## config.mk

```make
export PLATFORM = sky130hd
export DESIGN_NAME = vectors_to_axis_tdest_seq
export DESIGN_NICKNAME = d
export VERILOG_FILES = /design/src/rtl/vec_axis_pkg.sv /design/src/rtl/vec_beat_mux.sv /design/src/rtl/vectors_to_axis_tdest_seq.sv
export SDC_FILE = /design/constraint.sdc
export NUM_CORES = 1
export LEC_CHECK = 0
export CORE_MARGIN = 3
export CORE_UTILIZATION = 49
export DETAILED_ROUTE_END_ITERATION = 7
export PLACE_DENSITY = 0.8
export SYNTH_ARGS = -nofsm -noshare
export SYNTH_HDL_FRONTEND = slang
export SYNTH_SLANG_ARGS = --single-unit
```

## constraint.sdc

```tcl
create_clock -name clk -period 1.78 [get_ports clk]
set_input_delay 0.178 -clock clk [delete_from_list [all_inputs] [get_ports clk]]
set_output_delay 0.178 -clock clk [all_outputs]
set_load 0.05 [all_outputs]
```

## src/rtl/vec_axis_pkg.sv

```systemverilog
// rtl/vec_axis_pkg.sv - shared types and sizing helpers for the vector-to-AXIS serialiser
package vec_axis_pkg;

    typedef enum logic {
        IDLE = 1'b0,
        SEND = 1'b1
    } state_t;

    function automatic int beats(input int vec_bytes, input int axis_bytes);
        return vec_bytes / axis_bytes;
    endfunction

    // Index width that never collapses to zero bits for single-entry ranges.
    function automatic int cwidth(input int n);
        return (n <= 1) ? 1 : $clog2(n);
    endfunction

endpackage

```

## src/rtl/vec_beat_mux.sv

```systemverilog
// rtl/vec_beat_mux.sv - selects one AXIS beat from the snapshot by channel and beat index
module vec_beat_mux
    import vec_axis_pkg::*;
#(
    parameter int VEC_BYTES  = 2,
    parameter int AXIS_BYTES = 1,
    parameter int N_CH       = 4,
    parameter bit MSB_FIRST  = 1'b0,
    localparam int BEATS     = beats(VEC_BYTES, AXIS_BYTES),
    localparam int CW        = cwidth(N_CH),
    localparam int BW        = cwidth(BEATS)
) (
    input  logic [N_CH*VEC_BYTES*8-1:0] snap,
    input  logic [CW-1:0]               ch,
    input  logic [BW-1:0]               beat,
    output logic [AXIS_BYTES*8-1:0]     tdata
);

    localparam int VW = VEC_BYTES * 8;
    localparam int AW = AXIS_BYTES * 8;

    logic [VW-1:0] word;

    // Loop-and-compare keeps every part-select constant and in range.
    always_comb begin
        word  = '0;
        tdata = '0;
        for (int i = 0; i < N_CH; i++) begin
            if (int'(ch) == i) begin
                word = snap[i*VW +: VW];
            end
        end
        for (int k = 0; k < BEATS; k++) begin
            if (int'(beat) == k) begin
                tdata = word[(MSB_FIRST ? (BEATS - 1 - k) : k)*AW +: AW];
            end
        end
    end

endmodule

```

## src/rtl/vectors_to_axis_tdest_seq.sv

```systemverilog
// rtl/vectors_to_axis_tdest_seq.sv - serialises snapshotted channel vectors into TDEST-tagged AXIS packets
module vectors_to_axis_tdest_seq
    import vec_axis_pkg::*;
#(
    parameter int VEC_BYTES   = 2,
    parameter int AXIS_BYTES  = 1,
    parameter int N_CH        = 4,
    parameter bit MSB_FIRST   = 1'b0,
    parameter int TDEST_WIDTH = 4,
    parameter int TDEST_BASE  = 0,
    parameter bit CONTINUOUS  = 1'b1
) (
    input  logic                        clk,
    input  logic                        sresetn,
    input  logic [N_CH*VEC_BYTES*8-1:0] vec,
    input  logic [N_CH-1:0]             ch_enable,
    input  logic                        trigger,
    output logic                        busy,
    output logic [AXIS_BYTES*8-1:0]     axis_tdata,
    output logic [AXIS_BYTES-1:0]       axis_tkeep,
    output logic                        axis_tvalid,
    input  logic                        axis_tready,
    output logic                        axis_tlast,
    output logic [TDEST_WIDTH-1:0]      axis_tdest
);

    localparam int BEATS = beats(VEC_BYTES, AXIS_BYTES);
    localparam int CW    = cwidth(N_CH);
    localparam int BW    = cwidth(BEATS);
    localparam int SW    = N_CH * VEC_BYTES * 8;

    generate
        if (N_CH < 1) begin : g_bad_nch
            $error("N_CH must be at least 1");
        end
        if ((VEC_BYTES % AXIS_BYTES) != 0) begin : g_bad_bytes
            $error("VEC_BYTES must be a multiple of AXIS_BYTES");
        end
        if ((TDEST_BASE + N_CH - 1) >= (2 ** TDEST_WIDTH)) begin : g_bad_tdest
            $error("TDEST_BASE+N_CH-1 does not fit in TDEST_WIDTH");
        end
    endgenerate

    state_t          state_q, state_d;
    logic [SW-1:0]   snap_q, snap_d;
    logic [N_CH-1:0] en_q, en_d;
    logic [CW-1:0]   ch_q, ch_d;
    logic [BW-1:0]   beat_q, beat_d;
    logic            pending_q, pending_d;

    logic            last_beat;
    logic            accept;
    logic            frame_end;
    logic            trig_ok;
    logic            snap_ev;
    logic            has_next;
    logic [CW-1:0]   next_ch;
    logic            has_first;
    logic [CW-1:0]   first_ch;

    // Priority searches: lowest enabled channel above ch_q, and lowest in the live enables.
    always_comb begin
        has_next  = 1'b0;
        next_ch   = ch_q;
        has_first = 1'b0;
        first_ch  = '0;
        for (int i = N_CH - 1; i >= 0; i--) begin
            if (en_q[i] && (i > int'(ch_q))) begin
                has_next = 1'b1;
                next_ch  = CW'(i);
            end
            if (ch_enable[i]) begin
                has_first = 1'b1;
                first_ch  = CW'(i);
            end
        end
    end

    always_comb begin
        last_beat = (beat_q == BW'(BEATS - 1));
        accept    = (state_q == SEND) && axis_tready;
        frame_end = accept && last_beat && !has_next;
        trig_ok   = !CONTINUOUS && trigger;

        case (state_q)
            IDLE:    snap_ev = CONTINUOUS || trig_ok || pending_q;
            SEND:    snap_ev = frame_end && (CONTINUOUS || pending_q || trig_ok);
            default: snap_ev = 1'b0;
        endcase

        state_d   = state_q;
        snap_d    = snap_q;
        en_d      = en_q;
        ch_d      = ch_q;
        beat_d    = beat_q;
        pending_d = pending_q;

        if (snap_ev) begin
            snap_d    = vec;
            en_d      = ch_enable;
            ch_d      = first_ch;
            beat_d    = '0;
            pending_d = 1'b0;
            state_d   = has_first ? SEND : IDLE;
        end else if (accept) begin
            if (last_beat) begin
                if (has_next) begin
                    ch_d   = next_ch;
                    beat_d = '0;
                end else begin
                    state_d = IDLE;
                end
            end else begin
                beat_d = beat_q + BW'(1);
            end
        end

        // A trigger that cannot start a frame right now is remembered once.
        if (!snap_ev && (state_q == SEND) && trig_ok) begin
            pending_d = 1'b1;
        end
    end

    always_ff @(posedge clk) begin
        if (!sresetn) begin
            state_q   <= IDLE;
            snap_q    <= '0;
            en_q      <= '0;
            ch_q      <= '0;
            beat_q    <= '0;
            pending_q <= 1'b0;
        end else begin
            state_q   <= state_d;
            snap_q    <= snap_d;
            en_q      <= en_d;
            ch_q      <= ch_d;
            beat_q    <= beat_d;
            pending_q <= pending_d;
        end
    end

    vec_beat_mux #(
        .VEC_BYTES  (VEC_BYTES),
        .AXIS_BYTES (AXIS_BYTES),
        .N_CH       (N_CH),
        .MSB_FIRST  (MSB_FIRST)
    ) u_mux (
        .snap  (snap_q),
        .ch    (ch_q),
        .beat  (beat_q),
        .tdata (axis_tdata)
    );

    assign axis_tvalid = (state_q == SEND);
    assign axis_tlast  = (state_q == SEND) && last_beat;
    assign axis_tkeep  = '1;
    assign axis_tdest  = TDEST_WIDTH'(TDEST_BASE) + TDEST_WIDTH'(ch_q);
    assign busy        = (state_q == SEND) || pending_q;

endmodule

```

==> results of run 1 <==
## logic make-up after synthesis
family          Yosys count  share of synthesized area
flops                    71                      0.413
compound gates            9                     0.0200
mux                      91                      0.340
simple gates            149                      0.169
other cells               2                    0.00218
xor+xnor                  1                    0.00254
buf+inv                  33                     0.0538
## layout by cell type (no fill, tap or decap), types with 2 or more instances in the layout
cell,n
buf_6,6
buf_4,11
nor2_1,2
conb_1,3
dfxtp_1,69
mux2i_1,67
clkbuf_8,11
mux4_2,14
a21oi_1,2
clkbuf_1,2
mux4_1,2
nor2b_1,2
inv_1,2
buf_12,8
nand2_1,139
mux2_4,8
clkbuf_16,2
clkdlybuf4s50_1,69
buf_8,3
## path summary, 6_finish.rpt
| kind | from | endpoint | slack, ns |
|---|---|---|---|
| setup reg to reg | ch_q[0]$_SDFFE_PN0P_ | snap_q[55]$_SDFFE_PN0P_ | 0.11 |
| hold reg to reg | snap_q[31]$_SDFFE_PN0P_ | snap_q[31]$_SDFFE_PN0P_ | 0.46 |
| setup / recovery | ch_q[0]$_SDFFE_PN0P_ | axis_tdata[5] | -0.27 |
| hold / removal | sresetn | axis_tvalid$_SDFFE_PN0P_ | 0.25 |
## report_power, final
part / switching (W) / internal [W] / leakage (nW)
Combinational: 0.000552 / 0.000618 / 1.37
Sequential: 0.0000982 / 0.00175 / 0.587
Clock: 0.000586 / 0.000809 / 0.112
Total: 0.00124 / 0.00318 / 2.07
## per-stage QoR
step | setup TNS (ns) | instances
2_1_floorplan | -0.0379 | 357
3_3_place_gp | 0 | 514
3_5_place_dp | 0 | 514
4_1_cts | -1.98 | 532
5_1_grt | -2.21 | 534
6_report | -1.86 | 534
## critical path: cells and delay by family (launching register included)
kind	cells	cell delay (ns)
buf+inv	2	0.29
flops	1	0.41
mux	2	0.83
## metal layers
layer / track usage / wire (um) / vias to the layer above
li1: - / - / 1350
met1: 0.250 / 3640 / 1293
met2: 0.361 / 4150 / 89
met5: 0 / 0 / -
met4: 0.0805 / 145 / 0
met3: 0.0426 / 417 / 16
## synth_stat cells
cell,n
a21oi_1,2
and2_1,1
and3_1,1
buf_2,4
buf_4,5
buf_6,5
clkbuf_1,17
conb_1,2
dfxtp_1,71
inv_1,2
mux2_2,8
mux2i_1,67
mux4_1,13
mux4_2,3
nand2_1,139
nand2b_1,1
nand3_1,1
nand3_2,1
nand4_1,1
nor2_1,2
nor2b_1,2
o211a_1,1
o211ai_1,1
o21a_1,1
o21ai_2,1
o221ai_1,1
o22ai_1,1
o311a_1,1
xor2_1,1
## cell type report
class | instances | area share
flip-flops and latches | 71 | 0.303
multi-input cells | 253 | 0.390
clock buffers | 14 | 0.0391
repair buffers | 99 | 0.234
well taps | 93 | 0.0247
inverters | 2 | 0.00160
clock inverters | 2 | 0.00745
## what timing repair did
| action | 4_1_cts | 5_1_grt |
|---|---|---|
| buffers inserted | 2 | 1 |
| resized for setup | 22 | 3 |
| gates cloned | 0 | 1 |
| endpoints found under the setup margin | 8 | 42 |
## sequential cells by signal (all words and copies together), names as in the netlist
name / flops
en_q: 3
beat_q: 1
ch_q: 2
snap_q: 64
axis_tvalid: 1
==> impl_results.md, run 1 <==
- Multi-input gate area: 1840 sq um
- Synth Register Bits: slightly above 70
- Vias in the first global route: between 2,000 and 3,000
- Lkg Pwr: roughly 2.1 nW
- Post-route setup slack: -0.266 ns
- Fin crit share: 1.15
- Status: complete, but fails checks
- Hold WC Path Type: in -> reg
- Global-route wire length before repair: ~13,000 um
- CTS H-Tree Depth: 3
- Critical Path AT: 1.87 ns
- Total grt overflow: 0
- IO Port Bufs: just over 80
- Tot GR Track Use: 0.207
- Ant diodes: 0
- DP Wirelength: around 5400 um
- Final hold violation count: 0
- Antenna viol nets, final: 0
- Drt drc: 0
- Filler cell count: 499
- PD cells: 938 nW/um^2
- Area growth syn-to-layout: 36.6%
- Root buf cell: clkbuf_8
- RSZ-0062 raised after global routing: yes
- Die Width: 89.8 um
- Synth Instances: 356
- Cell breakdown of the critical path: buf_12 -> mux4_2 -> mux2_4 -> buf_6
- Crit Path Class: reg -> out
- Largest stage delay on the critical path: about 0.53 ns
- Layout cells sized above 1: 0.159
- CP Capture Type: primary output
- Hold WS: 0.249 ns
- Fin crit period: slightly above 2 ns
- Die area: 8070 sq um
- Pre-CTS WS: about 0.032 ns
- Number of buffers created by CTS: 9
- CP Max Fanout: 6
- CTS tree: done
- Crit-path slowest cell: mux4_2
- Synth top area share: 0.413
- Clk sinks: approximately 70
- Total power draw: about 0.0044 W
- Crit start category: flip-flop
- WL/cell: 15.6 um
- Initial antenna violation count: 0
- Largest net degree at the start of global routing: 61
- CP required: ~1.6 ns
- Mean cell area of the mapped netlist: about 9.7 sq um
- Setup violators final: 8
- Warnings from Yosys: 0
- DRT Wirelength: about 8400 um
- Die height: approximately 90 um
- R2R depth: 7
- Synthesized area: between 3000 and 4000 sq um
- Final core occ: 0.716
- Gpl congestion: 0.758
- Core area: 6570 sq um
- Row cnt: 29
- Number of unique standard cell types used by synthesis: 29
- Top cells by area, synth: dfxtp_1 41%, mux2i_1 19%, nand2_1 15%
- Violated checks: negative setup slack
- Max Root-Sink Buffers: 2
- Clock-pin slew on the worst setup and hold paths: 0.07 ns
- Placed cell area: 4420 sq um
- Maximum vdd drop: 0.553 mV
- Max cap viols: 0
- Clk_lat worst skew: about 0.34 ns
- Seq/Total Area, Yosys: 0.413
- Hold-fix buffers, CTS: 0
- Initial core utilization: 0.524
- Boundary pin count: between 80 and 90
- Vias: roughly 2,700
- Setup Skew: a little under 0.009 ns
- Hold Path Depth: 2
- Slew Limit Fails: 0
- TritonRoute pass-1 iters: 5
- Sequential cell area: around 1400 sq um
- Cell taking the most area after synthesis: dfxtp_1
- Fmax: 489 MHz
- Nets: around 510
- Iteration-0 DRC Markers: 95
- Vias per Instance: roughly 5.1
- Fin area: ~4700 sq um
No activity file was read; power rests on OpenSTA's default activity.
==> run 2: changes to the inputs <==
Settings changed: ABC_AREA from default to 1, CORE_MARGIN 3 to default, CORE_UTILIZATION 49 to 48.
==> impl_results.md, run 2 <==
- CP Capture Type: flip-flop
- Top flop regs: snap_q: 64 flops, en_q: 3 flops, ch_q: 2 flops
- Vias per Instance: 5.95 (+16%)
- TritonRoute pass-1 iters: 8 (+3)
- Synth Instances: 439 (+23%)
- Most common flop cell mapped by yosys: dfxtp_1
- Met3 Use GR: 0.0497 (+0.00713)
- Initial core utilization: 0.498 (-0.0268)
- Global-route wire length before repair: 14,000 um (+4.0%)
- Drt drc: 0 (unchanged)
- Nets: 610 (+20%)
- Fmax: 500 MHz (+2.3%)
- WL/cell: 19.3 um (+23%)
- Final hold violation count: 0 (unchanged)
- Met2 Resource Use GR: 0.423 (+0.0616)
- Antenna viol nets, final: 0 (unchanged)
- Mean cell area of the mapped netlist: 7.20 sq um (-26%)
- Max cap viols: 0 (unchanged)
- CTS H-Tree Depth: 3 (unchanged)
- CP required: 2.05 ns (+0.45 ns)
- Clk_lat worst skew: 0.36 ns (+0.02 ns)
- Iteration-0 DRC Markers: 532 (+460%)
- Ant diodes: 0 (unchanged)
- Vias in the first global route: 3,040 (+8.4%)
- PD cells: 962 nW/um^2 (+2.6%)
- Crit start category: flip-flop
- Row cnt: 29 (unchanged)
- Gpl congestion: 0.835 (+10%)
- Fin crit period: 2.00 ns (-0.0467 ns)
- Vias: 3,677 (+34%)
- Critical Path AT: 2.27 ns (+0.40 ns)
- Commonest non-fill, non-tap cell in the layout: nor2_1
- Placed cell area: 4160 sq um (-5.9%)
- Top reg by flops: snap_q
- Clk sinks: 71 (unchanged)
- Final Non-Filler Cells: 618 (+16%)
- Synth top area share: 0.450 (+0.0371)
- Busiest metal layer after global routing: met2
- Max Root-Sink Buffers: 2 (unchanged)
- Post-route setup slack: -0.219 ns (+0.0467 ns)
- Hold WC Path Type: in -> reg
- Setup violators final: 76 (+68)
- Synthesized area: 3160 sq um (-8.2%)
- Root buf cell: clkbuf_8
- Filler cell count: 416 (-17%)
- Core area: 6350 sq um (-3.3%)
- Die Width: 83.1 um (-7.5%)
- DRT Wirelength: 11,900 um (+43%)
- Boundary pin count: 88 (unchanged)
- Largest net degree at the start of global routing: 70 (+15%)
- Fin crit share: 1.12 (-0.0262)
- Top cells by area, synth: dfxtp_1 45%, nor2_1 16%, o21ai_0 12%
- Max reg flops: 64 (unchanged)
- Count leader, synth: nor2_1
- Synth Register Bits: 71 (unchanged)
- Number of unique standard cell types used by synthesis: 27 (-6.9%)
- CP Max Fanout: 8 (+2)
- Total grt overflow: 0 (unchanged)
- Fin area: 4920 sq um (+4.5%)
- Seq/Total Area, Yosys: 0.450 (+0.0371)
- Slew Limit Fails: 0 (unchanged)
- Post-synth EDFFs: 0 (unchanged)
- CTS tree: done
- GR Util met1: 0.329 (+0.0787)
- RSZ-0062 raised after global routing: yes
- Setup Skew: 0.0127 ns (+0.00405 ns)
- Initial antenna violation count: 0 (unchanged)
- Area growth syn-to-layout: 55.7%
- Top cells by count, synth: 138 x nor2_1, 76 x o21ai_0, 71 x dfxtp_1, 44 x nand2_1, 24 x nand3_1
- Maximum vdd drop: 0.693 mV (+25%)
- Tot GR Track Use: 0.257 (+0.0504)
- Die area: 6910 sq um (-14%)
- Lkg Pwr: 2.11 nW (+2.3%)
- Cells after DPL: 578 (+12%)
- Most frequent cells in the layout: 138 x nor2_1, 69 x clkdlybuf4s50_1, 68 x dfxtp_1, 50 x o21ai_0, 36 x nand2_1
- Warnings from Yosys: 0 (unchanged)
- Number of buffers created by CTS: 9 (unchanged)
- Crit Path Class: reg -> reg
- Clock-pin slew on the worst setup and hold paths: 0.08 ns (about the same)
- IO Port Bufs: 83 (unchanged)
- Cell taking the most area after synthesis: dfxtp_1
- Violated checks: negative setup slack
- Status: complete, but fails checks
- Layout cells sized above 1: 0.200 (+0.0409)
- Die height: 83.1 um (-7.5%)
- Async S/R FF share, synth: 0 (unchanged)
- DP Wirelength: 5670 um (+4.2%)
run 2: final cells by class:
cell class              instances  area, sq um  share of cell area
clock buffers                  14          183              0.0371
inverters                      10         48.8             0.00992
multi-input cells             327         1680               0.342
flip-flops and latches         71         1430               0.291
well taps                      77         96.3              0.0196
repair buffers                119         1480               0.301
run 2: final timing paths:
check,endpoint,slack [ns],start,depth (start not counted)
min reg2reg,snap_q[15]$_SDFFE_PN0P_,0.49,snap_q[15]$_SDFFE_PN0P_,2
min,snap_q[22]$_SDFFE_PN0P_,0.27,sresetn,3
max,snap_q[50]$_SDFFE_PN0P_,-0.22,ch_q[1]$_SDFFE_PN0P_,11
max reg2reg,snap_q[50]$_SDFFE_PN0P_,-0.22,ch_q[1]$_SDFFE_PN0P_,11
run 2: logic make-up (layout without fill, tap and decap cells):
kind of cell | Yosys count | count (layout) | synth area share
AOI/OAI and AO/OA | 110 | 110 | 0.189
buffers and inverters | 42 | 143 | 0.0760
DFF | 71 | 71 | 0.450
other | 2 | 3 | 0.00238
and+or+nand+nor | 214 | 214 | 0.282
run 2: layer usage:
layer	vias up	wire length (um)
met5	-	0
met3	74	1090
met1	1698	4240
li1	1638	-
met4	0	699
met2	267	5880
run 2: repair_timing:
| action | in CTS | in global routing |
|---|---|---|
| hold buffers | 0 | 0 |
| setup buffers | 6 | 5 |
| endpoints found under the setup margin | 9 | 78 |
| pin swaps | 4 | 9 |
| cloned | 1 | 14 |
| resized for setup | 28 | 41 |
run 2: critical path, cell delays in order, from the launching register on:
cell and delay [ns]:
dfxtp_4 0.41, buf_4 0.14, nor2_4 0.04, buf_4 0.16, buf_4 0.14, nand2_4 0.07, nand3_4 0.10, a21oi_4 0.24
buf_12 0.20, clkbuf_16 0.17, nor2_1 0.06, nor2_1 0.19
run 2: stage by stage:
| step | total power [W] | hold WS [ns] | worst slack (ns) | TNS (ns) | util |
|---|---|---|---|---|---|
| 6_report | 0.00473 | 0.267 | -0.219 | -5.60 | 0.775 |
| 5_1_grt | 0.00489 | 0.299 | -0.238 | -9.54 | 0.775 |
| 4_1_cts | 0.00433 | 0.277 | -0.0825 | -0.531 | 0.708 |
| 3_5_place_dp | 0.00309 | 0.473 | 0.104 | 0 | 0.656 |
| 3_3_place_gp | 0.00306 | 0.464 | 0.149 | 0 | 0.656 |
| 2_1_floorplan | 0.00261 | 0.309 | 0.00626 | 0 | - |
run 2: power by group:
group,internal (W),switching [W]
Combinational,0.000748,0.000845
Clock,0.000645,0.000588
Sequential,0.00177,0.000138
==> run 3: changes to the inputs <==
Settings changed: TNS_END_PERCENT from default to 1.
==> impl_results.md, run 3 (synthesis results as in run 2) <==
- Crit start category: flip-flop
- Layout cells sized above 1: 0.198 (-0.00191)
- Die area: 6910 sq um (unchanged)
- Drt drc: 0 (unchanged)
- Max cap viols: 0 (unchanged)
- Multi-input gate area: 1700 sq um (+0.97%)
- Gpl congestion: 0.789 (-5.5%)
- Initial antenna violation count: 0 (unchanged)
- Largest net degree at the start of global routing: 43 (-39%)
- Switching power: 0.00148 W (-6.0%)
- Setup Skew: 0.00964 ns (-0.00305 ns)
- Max Root-Sink Buffers: 2 (unchanged)
- Area growth syn-to-layout: 47.4%
- Clk pwr share: 0.308 (+0.048)
- Reg2reg setup slack: 0.01 ns (+0.23 ns)
- Tot GR Track Use: 0.269 (+0.0121)
- CP Capture Type: primary output
- Sw Share: 0.316 (-0.0156)
- Vias per Instance: 5.42 (-8.9%)
- CP required: 1.60 ns (-0.45 ns)
- Vias: 3,269 (-11%)
- Die height: 83.1 um (unchanged)
- Violated checks: negative setup slack
- Clock-pin slew on the worst setup and hold paths: 0.08 ns (about the same)
- Final hold violation count: 0 (unchanged)
- Clk_lat worst skew: 0.34 ns (-0.02 ns)
- Critical Path AT: 1.76 ns (-0.51 ns)
- Sequential Power Share: 0.405 (+0.002)
- Max reg flops: 64 (unchanged)
- Global-route wire length before repair: 14,700 um (+5.2%)
- Maximum vdd drop: 0.737 mV (+6.2%)
- Placed cell area: 4150 sq um (-0.27%)
- Core area: 6350 sq um (unchanged)
- Final Non-Filler Cells: 603 (-2.4%)
- Antenna viol nets, final: 0 (unchanged)
- Post-route setup slack: -0.158 ns (+0.0608 ns)
- Routed wl met2: 4750 um (-19%)
- Status: complete, but fails checks
- RSZ-0062 raised after global routing: yes
- Most frequent cells in the layout: 138 x nor2_1, 70 x o21ai_0, 69 x dfxtp_1, 69 x clkdlybuf4s50_1, 30 x nand2_1
- Hold WC Path Type: in -> reg
- Pint: 0.00319 W (+0.96%)
- Combinational power share: 0.286 (-0.051)
- Row cnt: 29 (unchanged)
- Crit Path Class: reg -> out
- Cells after DPL: 582 (+0.69%)
- Highest Signal Layer: met4
- Top reg by flops: snap_q
- Die Width: 83.1 um (unchanged)
- Sequential cell area: 1430 sq um (about the same)
- Vias in the first global route: 3,207 (+5.5%)
- Met3 WL post-DR: 469 um (-57%)
- M1 wire length: 3820 um (-9.9%)
- Top flop regs: snap_q: 64 flops, en_q: 3 flops, ch_q: 2 flops
- Hold WS: 0.301 ns (+0.0341 ns)
- CP Max Fanout: 8 (unchanged)
- Fin crit share: 1.09 (-0.0341)
- Slew Limit Fails: 0 (unchanged)
- DRT Wirelength: 9290 um (-22%)
- Root buf cell: clkbuf_8
- Commonest non-fill, non-tap cell in the layout: nor2_1
- Iteration-0 DRC Markers: 217 (-59%)
- Clk sinks: 71 (unchanged)
- PD cells: 1000 nW/um^2 (+4.2%)
- Fin crit period: 1.94 ns (-0.0608 ns)
- Initial core utilization: 0.498 (unchanged)
- TritonRoute pass-1 iters: 4 (-4)
- DP Wirelength: 6070 um (+6.9%)
- IO Port Bufs: 83 (unchanged)
- CTS H-Tree Depth: 3 (unchanged)
- Final core occ: 0.733 (-0.0412)
- Total power draw: 0.00467 W (-1.3%)
- Filler cell count: 478 (+15%)
- Ant diodes: 0 (unchanged)
- CTS tree: done
- WL/cell: 15.4 um (-20%)
- Nets: 593 (-2.8%)
- Setup violators final: 8 (-89%)
- Total grt overflow: 0 (unchanged)
- Number of buffers created by CTS: 9 (unchanged)
- Boundary pin count: 88 (unchanged)
- Lkg Pwr: 1.98 nW (-6.2%)
- Fmax: 516 MHz (+3.1%)
- Fin area: 4660 sq um (-5.3%)
run 3: metrics by stage:
| step | worst slack (ns) | TNS (ns) |
|---|---|---|
| finish | -0.158 | -1.08 |
| global route | -0.207 | -2.95 |
| CTS | -0.173 | -1.32 |
| detailed placement | 0.0974 | 0 |
| global placement | 0.122 | 0 |
| floorplan | -0.0621 | -0.670 |
run 3: area by class of cell:
| type | count | area share |
|---|---|---|
| clock buffers | 10 | 0.0296 |
| repair buffers | 102 | 0.250 |
| well taps | 77 | 0.0207 |
| multi-input cells | 327 | 0.364 |
| inverters | 10 | 0.0105 |
| clock inverters | 6 | 0.0180 |
| flip-flops and latches | 71 | 0.307 |
run 3: power by group through the flow:
stage	registers [W]	logic [W]	clock network, W
after global placement	0.00190	0.00115	0
after global routing	0.00191	0.00143	0.00151
after floorplan	0.00190	0.000710	0
after detailed placement	0.00191	0.00118	0
final	0.00189	0.00134	0.00144
after CTS	0.00188	0.00128	0.00143
run 3: final timing paths:
| kind | end | start | cells after the start |
|---|---|---|---|
| hold reg to reg | snap_q[16]$_SDFFE_PN0P_ | snap_q[16]$_SDFFE_PN0P_ | 2 |
| setup / recovery | axis_tdata[3] | ch_q[1]$_SDFFE_PN0P_ | 6 |
| hold / removal | snap_q[30]$_SDFFE_PN0P_ | sresetn | 3 |
| setup reg to reg | snap_q[45]$_SDFFE_PN0P_ | ch_q[1]$_SDFFE_PN0P_ | 10 |
run 3: repair_timing:
| action | CTS | global route |
|---|---|---|
| hold buffers | 0 | 0 |
| setup endpoints to repair | 8 | 77 |
| gates resized for setup | 31 | 26 |
| gates cloned | 1 | 0 |
| setup buffers | 4 | 0 |
| pin swaps | 13 | 11 |
run 3: worst max-delay path: stages, from the launching register on:
cell	delay, ns
dfxtp_4	0.37
buf_4	0.16
o21ai_0	0.33
nand3_2	0.16
o211ai_1	0.13
o21ai_2	0.11
buf_12	0.16
run 3: metal layers:
| metal | track usage | vias to the layer above |
|---|---|---|
| met1 | 0.318 | 1548 |
| met4 | 0.116 | 0 |
| met3 | 0.0547 | 18 |
| met5 | 0 | - |
| met2 | 0.472 | 109 |
| li1 | - | 1594 |
